==> src/rtl/risc_pkg.sv <==
// Shared KGP-RISC control encodings: pc_control commands, branch types, sequencer states.
// Latency: none (types and constants only).
// Backpressure: not applicable.
package risc_pkg;

    // pc_control commands understood by program_counter; codes 4..15 are never driven
    localparam logic [3:0] PC_HOLD = 4'd0;
    localparam logic [3:0] PC_INC  = 4'd1;
    localparam logic [3:0] PC_JUMP = 4'd2;
    localparam logic [3:0] PC_JREG = 4'd3;

    localparam int unsigned WAIT_CNT_W = 8;

    typedef enum logic [2:0] {
        BR_NONE = 3'd0,
        BR_B    = 3'd1,
        BR_BR   = 3'd2,
        BR_BZ   = 3'd3,
        BR_BNZ  = 3'd4,
        BR_BCY  = 3'd5,
        BR_BNCY = 3'd6,
        BR_BLTZ = 3'd7
    } br_type_e;

    typedef enum logic [2:0] {
        ST_FETCH   = 3'd0,
        ST_DECODE  = 3'd1,
        ST_EXECUTE = 3'd2,
        ST_UPDATE  = 3'd3,
        ST_HALT    = 3'd4,
        ST_FAULT   = 3'd5
    } seq_state_e;

    typedef struct packed {
        logic zero;
        logic carry;
        logic sign;
    } alu_flags_t;

endpackage

==> src/rtl/pc_sequencer_if.sv <==
// Handshake and command bundle between pc_sequencer and the fetch/decode/ALU/PC blocks.
// Latency: none (wires only).
// Backpressure: imem_req/imem_ack and ex_start/ex_done are the two stall points.
interface pc_sequencer_if;

    logic       imem_req;
    logic       imem_ack;
    logic       ir_load;
    logic       halt_instr;
    logic [2:0] br_type;
    logic       ex_start;
    logic       ex_done;
    logic       flag_zero;
    logic       flag_carry;
    logic       flag_sign;
    logic [3:0] pc_control;
    logic       branch_taken;
    logic       halted;
    logic       fault;

    // Sequencer side
    modport master (
        output imem_req, ir_load, ex_start, pc_control, branch_taken, halted, fault,
        input  imem_ack, halt_instr, br_type, ex_done, flag_zero, flag_carry, flag_sign
    );

    // Memory / decoder / ALU / PC side
    modport slave (
        input  imem_req, ir_load, ex_start, pc_control, branch_taken, halted, fault,
        output imem_ack, halt_instr, br_type, ex_done, flag_zero, flag_carry, flag_sign
    );

endinterface

==> src/rtl/branch_resolve.sv <==
// Maps the latched branch type and ALU flags to the pc_control command issued in UPDATE.
// Latency: combinational.
// Backpressure: none.
module branch_resolve
    import risc_pkg::*;
(
    input  br_type_e   br_type,
    input  alu_flags_t flags,
    output logic [3:0] pc_control
);

    always_comb begin
        pc_control = PC_INC;
        case (br_type)
            BR_NONE: pc_control = PC_INC;
            BR_B:    pc_control = PC_JUMP;
            BR_BR:   pc_control = PC_JREG;
            BR_BZ:   pc_control = flags.zero  ? PC_JUMP : PC_INC;
            BR_BNZ:  pc_control = flags.zero  ? PC_INC  : PC_JUMP;
            BR_BCY:  pc_control = flags.carry ? PC_JUMP : PC_INC;
            BR_BNCY: pc_control = flags.carry ? PC_INC  : PC_JUMP;
            BR_BLTZ: pc_control = flags.sign  ? PC_JUMP : PC_INC;
            default: pc_control = PC_INC;
        endcase
    end

endmodule

==> src/rtl/pc_sequencer.sv <==
// FETCH/DECODE/EXECUTE/UPDATE sequencer driving program_counter; HALT and FAULT are terminal.
// Latency: 4 cycles minimum per instruction; outputs decode from registered state only.
// Backpressure: stalls in FETCH until imem_ack (faults after FETCH_TIMEOUT cycles), in EXECUTE until ex_done.
module pc_sequencer
    import risc_pkg::*;
#(
    parameter int unsigned FETCH_TIMEOUT = 16
) (
    input  logic           clk,
    input  logic           rst,
    pc_sequencer_if.master bus
);

    localparam logic [WAIT_CNT_W-1:0] WAIT_LAST = WAIT_CNT_W'(FETCH_TIMEOUT - 1);
    localparam logic [WAIT_CNT_W-1:0] WAIT_MAX  = '1;

    seq_state_e              state;
    seq_state_e              state_nxt;
    logic                    in_reset;
    logic [WAIT_CNT_W-1:0]   wait_cnt;
    logic                    ex_first;
    br_type_e                br_q;
    alu_flags_t              flags_q;
    logic [3:0]              pc_resolved;

    // in_reset holds outputs at their reset values for the cycle after rst is
    // sampled, so no output ever depends combinationally on rst.
    always_ff @(posedge clk) begin
        if (rst) begin
            state    <= ST_FETCH;
            in_reset <= 1'b1;
            wait_cnt <= '0;
            ex_first <= 1'b0;
            br_q     <= BR_NONE;
            flags_q  <= '0;
        end else begin
            in_reset <= 1'b0;
            state    <= state_nxt;
            ex_first <= (state == ST_DECODE) && (state_nxt == ST_EXECUTE);

            if ((state == ST_FETCH) && !in_reset) begin
                if (wait_cnt != WAIT_MAX) begin
                    wait_cnt <= wait_cnt + 1'b1;
                end
            end else begin
                wait_cnt <= '0;
            end

            if (state == ST_DECODE) begin
                br_q <= br_type_e'(bus.br_type);
            end

            if ((state == ST_EXECUTE) && bus.ex_done) begin
                flags_q <= '{zero: bus.flag_zero, carry: bus.flag_carry, sign: bus.flag_sign};
            end
        end
    end

    always_comb begin
        state_nxt = state;
        case (state)
            ST_FETCH: begin
                // An ack on the timeout cycle still completes the fetch.
                if (!in_reset) begin
                    if (bus.imem_ack) begin
                        state_nxt = ST_DECODE;
                    end else if (wait_cnt == WAIT_LAST) begin
                        state_nxt = ST_FAULT;
                    end
                end
            end
            ST_DECODE:  state_nxt = bus.halt_instr ? ST_HALT : ST_EXECUTE;
            ST_EXECUTE: state_nxt = bus.ex_done ? ST_UPDATE : ST_EXECUTE;
            ST_UPDATE:  state_nxt = ST_FETCH;
            ST_HALT:    state_nxt = ST_HALT;
            ST_FAULT:   state_nxt = ST_FAULT;
            default:    state_nxt = ST_FETCH;
        endcase
    end

    branch_resolve u_branch_resolve (
        .br_type    (br_q),
        .flags      (flags_q),
        .pc_control (pc_resolved)
    );

    assign bus.imem_req     = (state == ST_FETCH) && !in_reset;
    assign bus.ir_load      = (state == ST_DECODE);
    assign bus.ex_start     = (state == ST_EXECUTE) && ex_first;
    assign bus.pc_control   = (state == ST_UPDATE) ? pc_resolved : PC_HOLD;
    assign bus.branch_taken = (state == ST_UPDATE) && (pc_resolved != PC_INC);
    assign bus.halted       = (state == ST_HALT);
    assign bus.fault        = (state == ST_FAULT);

endmodule

==> src/flat_wrapper.sv <==
// flat-port wrapper written by rule: the top's interface ports become plain ports
module pc_sequencer_flat import risc_pkg::*;
#(
    parameter int unsigned FETCH_TIMEOUT = 16
)
  (clk, rst, bus_imem_req, bus_ir_load, bus_ex_start, bus_pc_control, bus_branch_taken, bus_halted, bus_fault, bus_imem_ack, bus_halt_instr, bus_br_type, bus_ex_done, bus_flag_zero, bus_flag_carry, bus_flag_sign);
  pc_sequencer_if bus_i ();
  input  logic clk;
  input  logic rst;
  output wire logic [$bits(bus_i.imem_req)-1:0] bus_imem_req;
  output wire logic [$bits(bus_i.ir_load)-1:0] bus_ir_load;
  output wire logic [$bits(bus_i.ex_start)-1:0] bus_ex_start;
  output wire logic [$bits(bus_i.pc_control)-1:0] bus_pc_control;
  output wire logic [$bits(bus_i.branch_taken)-1:0] bus_branch_taken;
  output wire logic [$bits(bus_i.halted)-1:0] bus_halted;
  output wire logic [$bits(bus_i.fault)-1:0] bus_fault;
  input wire logic [$bits(bus_i.imem_ack)-1:0] bus_imem_ack;
  input wire logic [$bits(bus_i.halt_instr)-1:0] bus_halt_instr;
  input wire logic [$bits(bus_i.br_type)-1:0] bus_br_type;
  input wire logic [$bits(bus_i.ex_done)-1:0] bus_ex_done;
  input wire logic [$bits(bus_i.flag_zero)-1:0] bus_flag_zero;
  input wire logic [$bits(bus_i.flag_carry)-1:0] bus_flag_carry;
  input wire logic [$bits(bus_i.flag_sign)-1:0] bus_flag_sign;
  assign bus_imem_req = bus_i.imem_req;
  assign bus_ir_load = bus_i.ir_load;
  assign bus_ex_start = bus_i.ex_start;
  assign bus_pc_control = bus_i.pc_control;
  assign bus_branch_taken = bus_i.branch_taken;
  assign bus_halted = bus_i.halted;
  assign bus_fault = bus_i.fault;
  assign bus_i.imem_ack = bus_imem_ack;
  assign bus_i.halt_instr = bus_halt_instr;
  assign bus_i.br_type = bus_br_type;
  assign bus_i.ex_done = bus_ex_done;
  assign bus_i.flag_zero = bus_flag_zero;
  assign bus_i.flag_carry = bus_flag_carry;
  assign bus_i.flag_sign = bus_flag_sign;
  pc_sequencer #(.FETCH_TIMEOUT(FETCH_TIMEOUT)) u_core (.clk(clk), .rst(rst), .bus(bus_i));
endmodule
==> config.mk <==
export PLATFORM = sky130hd
export DESIGN_NAME = pc_sequencer_flat
export DESIGN_NICKNAME = d
export VERILOG_FILES = /design/src/rtl/risc_pkg.sv /design/src/rtl/pc_sequencer_if.sv /design/src/rtl/branch_resolve.sv /design/src/rtl/pc_sequencer.sv /design/src/flat_wrapper.sv
export SDC_FILE = /design/constraint.sdc
export NUM_CORES = 1
export LEC_CHECK = 0
export CORE_MARGIN = 4
export CORE_UTILIZATION = 45
export CTS_CLUSTER_DIAMETER = 120
export DETAILED_ROUTE_END_ITERATION = 10
export HOLD_SLACK_MARGIN = 0.02
export PLACE_DENSITY = 0.77
export REMOVE_ABC_BUFFERS = 1
export SYNTH_ARGS = -nofsm -noshare
export SYNTH_HDL_FRONTEND = slang
export SYNTH_SLANG_ARGS = --single-unit
==> constraint.sdc <==
create_clock -name clk -period 1.4 [get_ports clk]
set_clock_uncertainty 0.05 [all_clocks]
set_input_delay 0.21 -clock clk [delete_from_list [all_inputs] [get_ports clk]]
set_output_delay 0.21 -clock clk [all_outputs]
set_load 0.05 [all_outputs]
==> impl_metrics.tcl <==
set metrics [dict create \
    seq_area_frac_synth_pct 37.3 \
    utilization_pct 86.9 \
    hp-class "in -> reg" \
    grt_use_met2_pct 37.8 \
    yosys.area.top_type "dfxtp_1" \
    drt_iter0_markers 77 \
    drtPass1Iterations 4 \
    synth_area_mm2 0.00102 \
    clock_latency_ns 0.32 \
    status "finished with violations" \
    ys_top_cells_by_area "dfxtp_1 37%, mux2i_1 6.9%, nor3_1 5.4%" \
    fmax_mhz 526 \
    p_total_w 0.00117 \
    viasPerCell 6.46 \
    cts.htree.levels 1 \
    portBuffers 18 \
    die_y_um 55.6 \
    drc 0 \
    clk_pin_slew_ns 0.12 \
    finalSetupTns_ns -5.10 \
    synth-async-reset-ratio_pct 0 \
    num_antenna_cells 0 \
    avgSynthCellArea_um2 8.63 \
    synth_ff_type "dfxtp_1" \
    dp_hpwl_um 1810 \
    antenna_left 0 \
    overflow 0 \
    synth_top_area_share_pct 37.3 \
    fin_area_mm2 0.00179 \
    final_layout_size_suffix_gt1_share_pct 50.3 \
    syn2layout_area_growth_pct 75.9 \
    use_met3_pct 5.57 \
    cts_tree "done" \
    timing.final.ws_setup_ns -0.503 \
    p_per_area_mw_per_mm2 654 \
    vias 1215 \
    netlist_instances 118 \
    nets 174 \
    crit_type "reg -> out" \
    placementRows 16 \
    power.leakage_nw 0.637 \
    cts.sinks 19 \
    layout_common_cells "23 x buf_4, 12 x dfxtp_1, 10 x clkdlybuf4s50_1" \
    switching_share_pct 30.3 \
    hold_viol_final 0 \
    pwr-share-seq_pct 48.5 \
    cp-start-kind "flip-flop" \
    grtUsageTotal_pct 23.6 \
    arrival_ns 1.64 \
    die_w_um 55.6 \
    cts-root-buf "clkbuf_4" \
    antenna_found_initial 0 \
    maxSlewViolCount 0 \
    power_switching_w 0.000355 \
    ys_seq_elements 19 \
    placeableCoreArea_mm2 0.00206 \
    ir_drop_uv 620 \
    path_max_fanout 2 \
    top_usage_layer "met2" \
    fin_crit_ns 1.90 \
    placedCellCount 170 \
    ctsHoldBuffers 0 \
    grt_pass1_vias 1118 \
    crit_required_ns 1.14 \
    internal_power_w 0.000817 \
    dpl-instance-area_mm2 0.00139 \
    drt_wl_total_um 4310 \
    synth_cell_types 40 \
    die-area_mm2 0.00309 \
    grt_max_degree 13 \
    setup_viol 19 \
    io_pins 21 \
    critPathCaptureType "primary output" \
    stdcell_count 188 \
    numCtsBuffers 3 \
    start_util_pct 49.4 \
    pwr-share-clk_pct 26.1 \
    clock_path_buffers 2 \
    violations "negative setup slack" \
    avgRoutedWirePerCell_um 22.9 \
    min_period_over_period_pct 136 \
    rsz0062_at_grt "yes" \
    cap_violations 0 \
    gp_congestion 0.832 \
    layout_commonest_cell "buf_4" \
    yosys_warnings 0 \
    power_frac_comb_pct 25.5 \
    grt_util_met1_pct 29.4 \
    synth_edf_count 0 \
    grt_pass1_wl_um 5710 \
]
## Yosys cell counts, types with 4 or more instances
library cell,count
dfxtp_1,19
clkbuf_1,6
a211oi_1,4
nor3_1,11
mux2i_1,7
a21oi_1,6
nand2b_1,4
nor2_1,9
nand2_1,4
## registers in the layout, summed over array words and instances, names as in the netlist
name and count:
u_core.ex_first 1, u_core.state 3, u_core.flags_q 3, u_core.br_q 3, u_core.in_reset 1, u_core.wait_cnt 8
## timing repair
item | in CTS | in global routing
hold endpoints to repair | 0 | 0
setup endpoints to repair | 20 | 24
cloned | 1 | 0
setup buffers | 10 | 3
pin swaps | 9 | 10
gates resized for setup | 31 | 24
## cell type report
cell class                 count  area [um^2]
multi-input combinational     85          764
timing repair buffer          50          559
sequential                    19          397
fill                          93          270
tap                           27         33.8
clock buffer                   4         26.3
inverter                       3         11.3
## path summary, 6_finish.rpt
kind                            end              start  slack [ns]  cells after the start
hold / removal      u_core.state[0]       bus_imem_ack        0.47                      3
setup / recovery   bus_branch_taken    u_core.state[2]       -0.50                      5
setup reg to reg  u_core.flags_q[0]    u_core.state[2]       -0.42                      7
hold reg to reg   u_core.flags_q[1]  u_core.flags_q[1]        0.58                      2
## metal layers
metal | vias up | wire length (um)
li1 | 517 | -
met1 | 587 | 1600
met2 | 87 | 2210
met3 | 24 | 321
met4 | 0 | 171
met5 | - | 0
## cell families (layout without fill, tap and decap cells)
kind of cell,Yosys count,after routing,share of synthesized area (%)
buf+inv,15,57,7.37
mux,7,7,6.88
compound gates,22,22,14.5
flops,19,19,37.3
simple gates,53,53,32.3
other cells,1,2,0.368
fa+ha+maj,1,1,1.23
## per-stage QoR
| stage | setup slack (ns) | hold slack (ns) |
|---|---|---|
| finish | -0.503 | 0.466 |
| floorplan | -0.891 | 0.188 |
| global route | -0.523 | 0.495 |
| CTS | -0.381 | 0.434 |
| global placement | -0.0978 | 0.452 |
| detailed placement | -0.146 | 0.465 |
## power by group through the flow
stage | Sequential [W] | Combinational, W | Clock (W)
global route | 0.000569 | 0.000309 | 0.000320
floorplan | 0.000584 | 0.0000851 | 0
global placement | 0.000577 | 0.000193 | 0
CTS | 0.000567 | 0.000255 | 0.000297
detailed placement | 0.000578 | 0.000197 | 0
finish | 0.000568 | 0.000298 | 0.000306
## worst max-delay path, stage by stage, from the launching register on
cell	delay [ns]
dfxtp_2	0.34
nand3b_1	0.20
a31o_2	0.28
a211oi_2	0.22
buf_4	0.15
buf_12	0.12
Note: power is estimated with default switching activity, not from simulation.
